<file path="src/rtl/regfile_dump.sv">
// Debug dump reader for the 32x32 integer register file.
// Walks START_REG..END_REG through a dedicated read port and streams each
// value with its index over valid/ready, snooping writeback so every beat
// carries the most recently committed value of its register.
//
// state | meaning
// ------+------------------------------------------------------------
// IDLE  | waiting for start; read port parked at x0
// FETCH | read port drives ptr; value (or same-edge writeback) captured
// HOLD  | beat presented on the stream until the sink accepts it

module regfile_dump #(
   parameter int START_REG = 0,
   parameter int END_REG   = 31
) (
   input  logic        clk,
   input  logic        rst_n,
   input  logic        start,
   input  logic        abort,
   output logic [4:0]  rf_raddr,
   input  logic [31:0] rf_rdata,
   input  logic        wb_we,
   input  logic [4:0]  wb_addr,
   input  logic [31:0] wb_wdata,
   output logic        out_valid,
   input  logic        out_ready,
   output logic [31:0] out_data,
   output logic [4:0]  out_idx,
   output logic        out_last,
   output logic        busy,
   output logic        done
);

   if (START_REG < 0 || START_REG > END_REG || END_REG > 31) begin : g_bad_params
      $error("regfile_dump: need 0 <= START_REG <= END_REG <= 31");
   end

   localparam logic [4:0] START_IDX = 5'(START_REG);
   localparam logic [4:0] END_IDX   = 5'(END_REG);

   typedef enum logic [1:0] {
      IDLE  = 2'd0,
      FETCH = 2'd1,
      HOLD  = 2'd2
   } state_t;

   state_t      state, state_nx;
   logic [4:0]  ptr, ptr_nx;
   logic        valid_nx, last_nx, done_nx;
   logic [31:0] data_nx;
   logic [4:0]  idx_nx;
   logic        handshake;

   assign handshake = out_valid & out_ready;
   assign busy      = (state != IDLE);
   assign rf_raddr  = (state == FETCH) ? ptr : 5'd0;

   // State and stream output registers
   always_ff @(posedge clk) begin
      if (!rst_n) begin
         state     <= IDLE;
         ptr       <= 5'd0;
         out_valid <= 1'b0;
         out_data  <= 32'd0;
         out_idx   <= 5'd0;
         out_last  <= 1'b0;
         done      <= 1'b0;
      end else begin
         state     <= state_nx;
         ptr       <= ptr_nx;
         out_valid <= valid_nx;
         out_data  <= data_nx;
         out_idx   <= idx_nx;
         out_last  <= last_nx;
         done      <= done_nx;
      end
   end

   // Next-state, capture with writeback bypass, and HOLD-time snoop
   always_comb begin
      state_nx = state;
      ptr_nx   = ptr;
      valid_nx = out_valid;
      data_nx  = out_data;
      idx_nx   = out_idx;
      last_nx  = out_last;
      done_nx  = 1'b0;

      case (state)
         IDLE: begin
            if (start && !abort) begin
               ptr_nx   = START_IDX;
               state_nx = FETCH;
            end
         end
         FETCH: begin
            // x0 is hardwired zero; a write landing this edge beats the stale read
            if (ptr == 5'd0)
               data_nx = 32'd0;
            else if (wb_we && wb_addr == ptr)
               data_nx = wb_wdata;
            else
               data_nx = rf_rdata;
            idx_nx   = ptr;
            last_nx  = (ptr == END_IDX);
            valid_nx = 1'b1;
            state_nx = HOLD;
         end
         HOLD: begin
            if (handshake) begin
               valid_nx = 1'b0;
               if (out_last) begin
                  done_nx  = 1'b1;
                  state_nx = IDLE;
               end else begin
                  ptr_nx   = ptr + 5'd1;
                  state_nx = FETCH;
               end
            end else if (wb_we && wb_addr == out_idx && out_idx != 5'd0) begin
               data_nx = wb_wdata;
            end
         end
         default: begin
            state_nx = IDLE;
            valid_nx = 1'b0;
            last_nx  = 1'b0;
         end
      endcase

      if (abort && state != IDLE) begin
         state_nx = IDLE;
         valid_nx = 1'b0;
         last_nx  = 1'b0;
         done_nx  = 1'b0;
      end
   end

endmodule

</file>
<file path="config.mk">
export PLATFORM = sky130hd
export DESIGN_NAME = regfile_dump
export DESIGN_NICKNAME = d
export VERILOG_FILES = /design/src/rtl/regfile_dump.sv
export SDC_FILE = /design/constraint.sdc
export NUM_CORES = 1
export LEC_CHECK = 0
export BUFFER_PORTS_ARGS = -buffer_cell sky130_fd_sc_hd__clkbuf_2
export CAP_MARGIN = 20
export CORE_MARGIN = 5
export CORE_UTILIZATION = 26
export CTS_CLUSTER_SIZE = 25
export DETAILED_ROUTE_END_ITERATION = 6
export PLACE_DENSITY_LB_ADDON = 0.08
export SYNTH_ARGS = -nofsm -noshare
export SYNTH_HDL_FRONTEND = slang
export SYNTH_SLANG_ARGS = --single-unit
</file>
<file path="constraint.sdc">
create_clock -name clk -period 2 [get_ports clk]
set_input_delay 0.4 -clock clk [delete_from_list [all_inputs] [get_ports clk]]
set_output_delay 0.4 -clock clk [all_outputs]
set_load 0.01 [all_outputs]
</file>
Word level (Yosys, flattened, before mapping)
Index checks and enable logic that the tools add are counted.
- add/sub/neg operators: 1
- eq/ne operators: 10
- multiplexer cells: 18
- bitwise gates (word level): 5
- reduce and logical (&&, ||, !) cells: 19
- operator list (cell ; count):
    $mux W32 ; 4
    $pmux W32 S2 ; 1
    $mux W5 ; 4
    $eq A5 B5 Y1 ; 2
    $ne A2 B2 Y1 const B ; 5
    $pmux W5 S2 ; 1
    $pmux W2 S3 ; 1
    $reduce_bool A2 Y1 ; 3
    $add A5 B1 Y5 const B ; 1
    $eq A5 B5 Y1 const B ; 1
    $logic_and A1 B1 Y1 ; 5
    $logic_not A5 Y1 ; 1
    $reduce_bool A5 Y1 ; 1
    $mux W2 ; 2
    $not A1 Y1 ; 4
    $reduce_and A2 Y1 ; 2
    $reduce_and A4 Y1 ; 1
    $reduce_or A2 Y1 ; 2
    $reduce_or A4 Y1 ; 1
    $mux W1 ; 3
    $pmux W1 S3 ; 1
    $reduce_and A3 Y1 ; 1
    $eq A2 B1 Y1 const B ; 1
    $eq A2 B2 Y1 const B ; 1
    other kinds (4) ; 4
- register bits: 47
- bits of input ports: 75
- output and inout port bits: 46
- word-level logic and storage cells: 60

Depth between registers and ports, before layout
Gate-level depths: netlist of run 1.
- word-level depth: 6
- depth in mapped cells: 7
- gate-level depth less buffers: 6

Worst setup path after synthesis of run 1
No wires, ideal clock.
- path kind: input to register
- start: in wb_addr[2]
- end: reg out_data[8]
- library setup time: 122 ps
- arrival time: 1601 ps
- data required time: 1878 ps
- path slack: 277 ps
- cell stages on the path: 6
- path buffers: 1
- cell sequence: xor2_1 > nor4_2 > o2111ai_1 > a21oi_1 > buf_6 > o22ai_1
- cells in the longest elaborated chain, start to end: 5
- elaborated cells between the ends (all ways): 10
- classes of those cells: eq/ne: 3; mux: 3; reduce/logical: 4
- ends and longest elaborated chain (item ; RTL line ; source):
    start: declaration ; 23 ; input logic [4:0] wb_addr,
    $eq A5 B5 Y1, on equally long branches ; 100, 119 ;
    $logic_and A1 B1 Y1, on equally long branches ; 100, 119 ;
    $mux W32 or $logic_and A1 B1 Y1 (tied branches) ; 100, 119 ;
    $mux W32 or $ne A2 B2 Y1 (tied branches) ; - ;
    $pmux W32 S2 or $reduce_and A3 Y1 (tied branches) ; - ;
    end signal: assignment ; 72 ; out_data <= data_nx;
    end: declaration ; 27 ; output logic [31:0] out_data,
Several ways; a longest one is shown, not always the timed one.
A chain may end at the register's enable or synchronous reset.

Final worst setup path of run 1
- start: reg ptr[1]
- end: reg out_data[18]
- cells in the longest elaborated chain, start to end: 5
- elaborated cells between the ends (all ways): 6
- classes of those cells: eq/ne: 1; mux: 3; reduce/logical: 2
- ends and longest elaborated chain (item ; RTL line ; source):
    start: declaration ; 48 ; logic [4:0] ptr, ptr_nx;
    start signal: assignment ; 70 ; ptr <= ptr_nx;
    $eq A5 B5 Y1 ; 100 ; else if (wb_we && wb_addr == ptr)
    $logic_and A1 B1 Y1 ; 100 ;
    $mux W32 ; 100 ;
    $mux W32 (*) ; 98 ; if (ptr == 5'd0)
    $pmux W32 S2 (*) ; 89 ; case (state)
Mark *: on every way between the ends. The rest lies on a longest branch, timed or not.

==> metrics.csv, run 1 <==
stage,metric,value,unit
power,vdd_ir_drop_max,272.1,uV
timing,rsz0062_at_grt,no,
route,dr_total_vias,2173,
floorplan,fp-row-count,35,
timing,finClkSkew,0.01337,ns
clocking,clk_latency,0.31,ns
grt,grt_pass1_wl,10810,um
final_layout,syn_to_final_growth,39.49,%
route,finalWirelength,7063,um
setup_path,required,2.21,ns
floorplan,die_h,107.1,um
power,powerDensity,547.5,nW/um^2
setup_path,cp_max_fo,14,
timing,tightest_slew,0.4336,ns
route,ant_nets,0,
grt,grt_overflow,0,
place,io_buffers,120,
clocking,post_cts_buffers,0,
route,drt-vias-per-instance,4.363,
synthesis,synth.avg_cell_area,10.13,um^2
floorplan,die_width,107.1,um
grt,grt_max_degree,30,
route,firstDrtPassIters,4,
power,p_leak,1.446,nW
setup_path,cp-end-kind,flip-flop,
grt,track_usage,11.60,%
timing,hold_violations,0,
synthesis,synth_edf_count,0,
timing,fin_crit,1.866,ns
status,outcome,"complete, no violations",
final_layout,num-nets-final,446,
clocking,clkSlewWorstSetupHoldPaths,0.10,ns
final_layout,fin_area,3421,um^2
setup_path,worstSetupPathType,flip-flop to flip-flop,
synthesis,synthCells,242,
floorplan,core,9240,um^2
clocking,htreeDepth,2,
grt,first_global_vias,2150,
synthesis,synth_ff_type,dfxtp_1,
timing,tns,0,ns
route,wire_per_inst,14.18,um
route,drc_errors,0,
synthesis,syn_nets,320,
synthesis,ys_warn_count,0,
clocking,numCtsBuffers,5,
min_path,hp-class,primary input to flip-flop,
final_layout,antenna_cells,0,
grt,antenna_found_initial,0,
synthesis,ys_types,45,
setup_path,worstPathArrival,2.07,ns
place,dp_hpwl,5395,um
flow_run,cap_violations,0,
floorplan,start_util,26.54,%
final_layout,fin_util,37.02,%
final_layout,register_area,942.2,um^2
timing,fin_crit_sh,93.28,%
synthesis,ys_ff_latch,47,
clocking,clockBufferDepth,2,
route,drt_iter0_drc,60,
timing,drv_slew,0,
timing,max-slew-margin-rel,70.87,%
synthesis,synth-async-reset-ratio,0,%
synthesis,syn_area,2452,um^2
final_layout,fill_cells,966,
timing,fmax,536.0,MHz
setup_path,setup.worst_path.start_class,flip-flop,
clocking,cts_tree,built,
floorplan,die_area,11470,um^2
clocking,cts_root_buffer,clkbuf_8,
final_layout,multi_input_area,1404,um^2
timing,setup_viol,0,
place,placed_area,3276,um^2
place,place_congestion,0.7129,
synthesis,yosysSeqAreaShare,38.37,%
final_layout,drive_gt1_share,49.86,%
floorplan,ios,121,
clocking,clkSinkCount,47,
## metrics by stage
stage,std cells,setup slack (ns),total power [mW],hold slack [ns]
final,498,0.1345,1.873,0.3905
after global routing,498,0.02581,1.968,0.3877
after CTS,497,0.01074,1.908,0.3864
after detailed placement,489,0.01162,1.166,0.4629
after global placement,489,0.06774,1.166,0.4568
after floorplan,242,0.2771,1.054,0.4761
## cells in the mapped netlist (2+ instances only)
| library cell | n | area [um^2] |
|---|---|---|
| and3_1 | 2 | 12.51 |
| nand2b_1 | 2 | 12.51 |
| inv_1 | 3 | 11.26 |
| a21oi_1 | 3 | 15.01 |
| mux2i_1 | 32 | 320.3 |
| ha_1 | 3 | 37.54 |
| o22ai_1 | 3 | 18.77 |
| or2b_2 | 2 | 17.52 |
| buf_6 | 6 | 67.56 |
| a21boi_0 | 2 | 15.01 |
| o21a_1 | 6 | 45.04 |
| o22ai_2 | 29 | 362.9 |
| xnor2_1 | 6 | 52.55 |
| nand2_1 | 40 | 150.1 |
| dfxtp_1 | 47 | 940.9 |
| xor2_1 | 5 | 43.79 |
| clkbuf_1 | 4 | 15.01 |
| nor3_1 | 2 | 10.01 |
| buf_2 | 2 | 10.01 |
| o21ai_0 | 3 | 15.01 |
| and2_1 | 6 | 37.54 |
| nand3b_1 | 3 | 22.52 |
| nor2_1 | 9 | 33.78 |
## layout by cell type (no fill, tap or decap), types with 2 or more instances in the layout
master,instances
a21boi_0,2
a21oi_1,2
and2_1,6
and3_1,2
buf_12,5
buf_4,8
clkbuf_2,120
clkbuf_8,5
dfxtp_1,46
ha_1,3
inv_1,3
mux2i_1,32
nand2_1,40
nand2b_1,2
nand3b_1,3
nor2_1,8
nor3_1,2
o21a_1,6
o21ai_0,3
o22ai_1,3
o22ai_2,29
or2b_2,2
xnor2_1,6
xor2_1,5
## metal layers
metal	GRT usage, %	wire length [um]	vias to the layer above
li1	-	-	1116
met1	15.51	3223	982
met2	17.78	3233	73
met3	4.335	567	2
met4	2.466	38	0
met5	0	0	-
## final timing paths
path	from	end	slack, ns	depth (start not counted)
worst max register to register	ptr[1]	out_data[18]	0.13	7
worst min-delay path	rf_rdata[15]	out_data[15]	0.39	3
worst max-delay path	ptr[1]	out_data[18]	0.13	7
worst min register to register	out_data[8]	out_data[8]	0.48	2
## final cells by class
class,count,share of cell area [%]
inverter,3,0.3292
timing repair buffer,134,22.97
clock buffer,5,2.012
sequential,47,27.54
multi-input combinational,177,41.04
tap,129,4.718
clock inverter,3,1.390
## power by group
part	internal, mW	switching [mW]
Sequential	0.937	0.00351
Clock	0.379	0.353
Combinational	0.105	0.0942
## cell families after synthesis
family                     synth area share [%]
AOI/OAI and AO/OA                         21.48
xor gates and xnor gates                  3.928
adders and majority gates                 1.531
buffers and inverters                     5.255
DFF                                       38.37
muxes                                     13.06
and+or+nand+nor                           16.38
## registers in the layout, summed over array words and instances (netlist names)
signal,count
done,1
out_data,32
out_idx,5
out_last,1
out_valid,1
ptr,5
state,2
## timing repair
action / 4_1_cts / 5_1_grt
gates resized for setup: 0 / 2
hold buffers: 0 / 0
endpoints found under the setup margin: 0 / 10
## critical path: stages (launching register included)
cell and delay (ns):
dfxtp_1 0.35, inv_1 0.11, ha_1 0.15, or4b_1 0.44
o21ai_0 0.19, a211o_2 0.21, clkbuf_16 0.21, o22ai_2 0.10
No activity file was read; power rests on OpenSTA's default activity.
==> inputs of run 2 (changes only) <==
CORE_UTILIZATION = 46   (was 26)
==> metrics.csv, run 2 (synthesis gave the netlist of run 1 again) <==
stage,metric,value,unit,change
status,outcome,"complete, no violations",,
flow_run,cap_violations,0,,unchanged
clocking,post_cts_buffers,0,,unchanged
setup_path,r2r_cells,7,,unchanged
power,powerDensity,520.1,nW/um^2,-5.0%
setup_path,cp_num_buf_inv,1,,-1
timing,rsz0062_at_grt,no,,
setup_path,crit_path_cell_trace,"or2b_2, nor2_1, clkbuf_2",,
setup_path,cp_num_cells,3,,-4
clocking,clockBufferDepth,2,,unchanged
grt,grt_pass1_wl,10150,um,-6.1%
floorplan,die_area,6891,um^2,-40%
clocking,clk_latency,0.29,ns,-0.02 ns
timing,whs,0.3963,ns,+0.005789 ns
final_layout,layout.cells.non_filler,434,,-13%
min_path,hp-class,primary input to flip-flop,,
timing,setup_viol,0,,unchanged
final_layout,multi_input_area,1401,um^2,-0.18%
final_layout,fill_cells,460,,-52%
floorplan,die_width,83.02,um,-23%
timing,finClkSkew,0.004522,ns,-0.008853 ns
clocking,clkSinkCount,47,,unchanged
place,place_congestion,0.7631,,+7.0%
floorplan,core,5140,um^2,-44%
power,p_leak,1.403,nW,-3.0%
setup_path,critPathMaxStageDelay,0.45,ns,about the same
timing,hold_violations,0,,unchanged
final_layout,drive_gt1_share,48.63,%,-1.2 points
floorplan,start_util,47.71,%,+21 points
grt,grt_max_degree,47,,+57%
route,dr_total_vias,2192,,+0.87%
final_layout,antenna_cells,0,,unchanged
min_path,whs_path_depth,2,,-1
final_layout,syn_to_final_growth,32.70,%,
clocking,cts_tree,built,,
clocking,cts_root_buffer,clkbuf_8,,
final_layout,largest-register,out_data,,
timing,max-slew-margin-rel,69.19,%,-1.7 points
clocking,htreeDepth,2,,unchanged
final_layout,largest_reg_flops,32,,unchanged
setup_path,r2r_slack,0.15,ns,+0.02 ns
setup_path,worstPathArrival,1.51,ns,-0.56 ns
floorplan,die_h,83.02,um,-23%
final_layout,register_area,940.9,um^2,-0.13%
final_layout,num-nets-final,442,,-0.90%
timing,tightest_slew,0.4621,ns,+0.02851 ns
final_layout,final_common_cell,clkbuf_2,,
route,firstDrtPassIters,4,,unchanged
place,dp_hpwl,4629,um,-14%
setup_path,setup.worst_path.start_class,flip-flop,,
route,wire_per_inst,13.85,um,-2.4%
setup_path,cp_max_fo,9,,-5
place,io_buffers,120,,unchanged
setup_path,slowest_stage,dfxtp_1,,
route,ant_nets,0,,unchanged
place,place_inst,427,,-13%
route,drt-vias-per-instance,5.051,,+16%
floorplan,fp-row-count,26,,-26%
timing,fmax,522.6,MHz,-2.5%
power,vdd_ir_drop_max,314.6,uV,+16%
route,drt_iter0_drc,59,,-1.7%
power,power.total,1.693,mW,-9.6%
timing,tns,0,ns,unchanged
timing,drv_slew,0,,unchanged
place,placed_area,3167,um^2,-3.3%
floorplan,ios,121,,unchanged
setup_path,required,1.60,ns,-0.61 ns
grt,antenna_found_initial,0,,unchanged
timing,fin_crit,1.913,ns,+0.04795 ns
final_layout,layout_common_cells,"clkbuf_2, dfxtp_1, nand2_1",,
setup_path,cp-end-kind,output port,,
clocking,numCtsBuffers,5,,unchanged
clocking,clkSlewWorstSetupHoldPaths,0.08,ns,-0.02 ns
clocking,ctsHoldBuffers,0,,unchanged
setup_path,worstSetupPathType,flip-flop to output port,,
final_layout,top_regs,"out_data: 32 flops, out_idx: 5 flops, ptr: 5 flops",,
route,finalWirelength,6010,um,-15%
grt,track_usage,17.51,%,+5.9 points
timing,fin_crit_sh,95.67,%,+2.4 points
grt,first_global_vias,2135,,-0.70%
route,drc_errors,0,,unchanged
final_layout,fin_area,3254,um^2,-4.9%
grt,grt_overflow,0,,unchanged
setup_path,critPathTopFamily,simple AND/OR/NAND/NOR gates,,
clocking,cts-resized-gates,0,,unchanged
-- run 2: changes by cell type in the layout (fill, tap and decap cells not counted), sizes merged --
cell	change
inv	-1
bufinv	-1
buf	-3
-- run 2: final cells by class --
class	instances	area share, %
well taps	70	2.691
clock inverters	1	0.1538
flip-flops and latches	47	28.91
multi-input cells	177	43.06
inverters	3	0.3460
clock buffers	6	2.537
repair buffers	130	22.30
-- run 2: path summary, 6_finish.rpt --
| path | endpoint | startpoint |
|---|---|---|
| worst min-delay path | state[1] | abort |
| worst max-delay path | rf_raddr[1] | state[0] |
| worst max register to register | out_data[0] | ptr[0] |
| worst min register to register | out_data[10] | out_data[10] |
-- run 2: power by group --
group	internal, mW	switching, mW	leakage (nW)	total [mW]
sequential	0.937	0.00346	0.379	0.940
clock	0.271	0.290	0.0470	0.561
combinational	0.0997	0.0917	0.977	0.191
-- run 2: through the flow --
step | utilization, % | setup slack, ns
after floorplan | - | 0.2771
after global placement | 61.61 | 0.08053
after detailed placement | 61.61 | 0.01413
after CTS | 63.32 | 0.05986
after global routing | 63.32 | 0.008455
final | 63.32 | 0.08650
-- run 2: routing by layer --
layer,up-vias,share of wire (%),global-route usage (%)
met5,-,0,0
met4,0,0.98,4.458
met3,7,8.0,6.337
met2,75,47,28.50
met1,1006,44,21.93
li1,1104,-,-
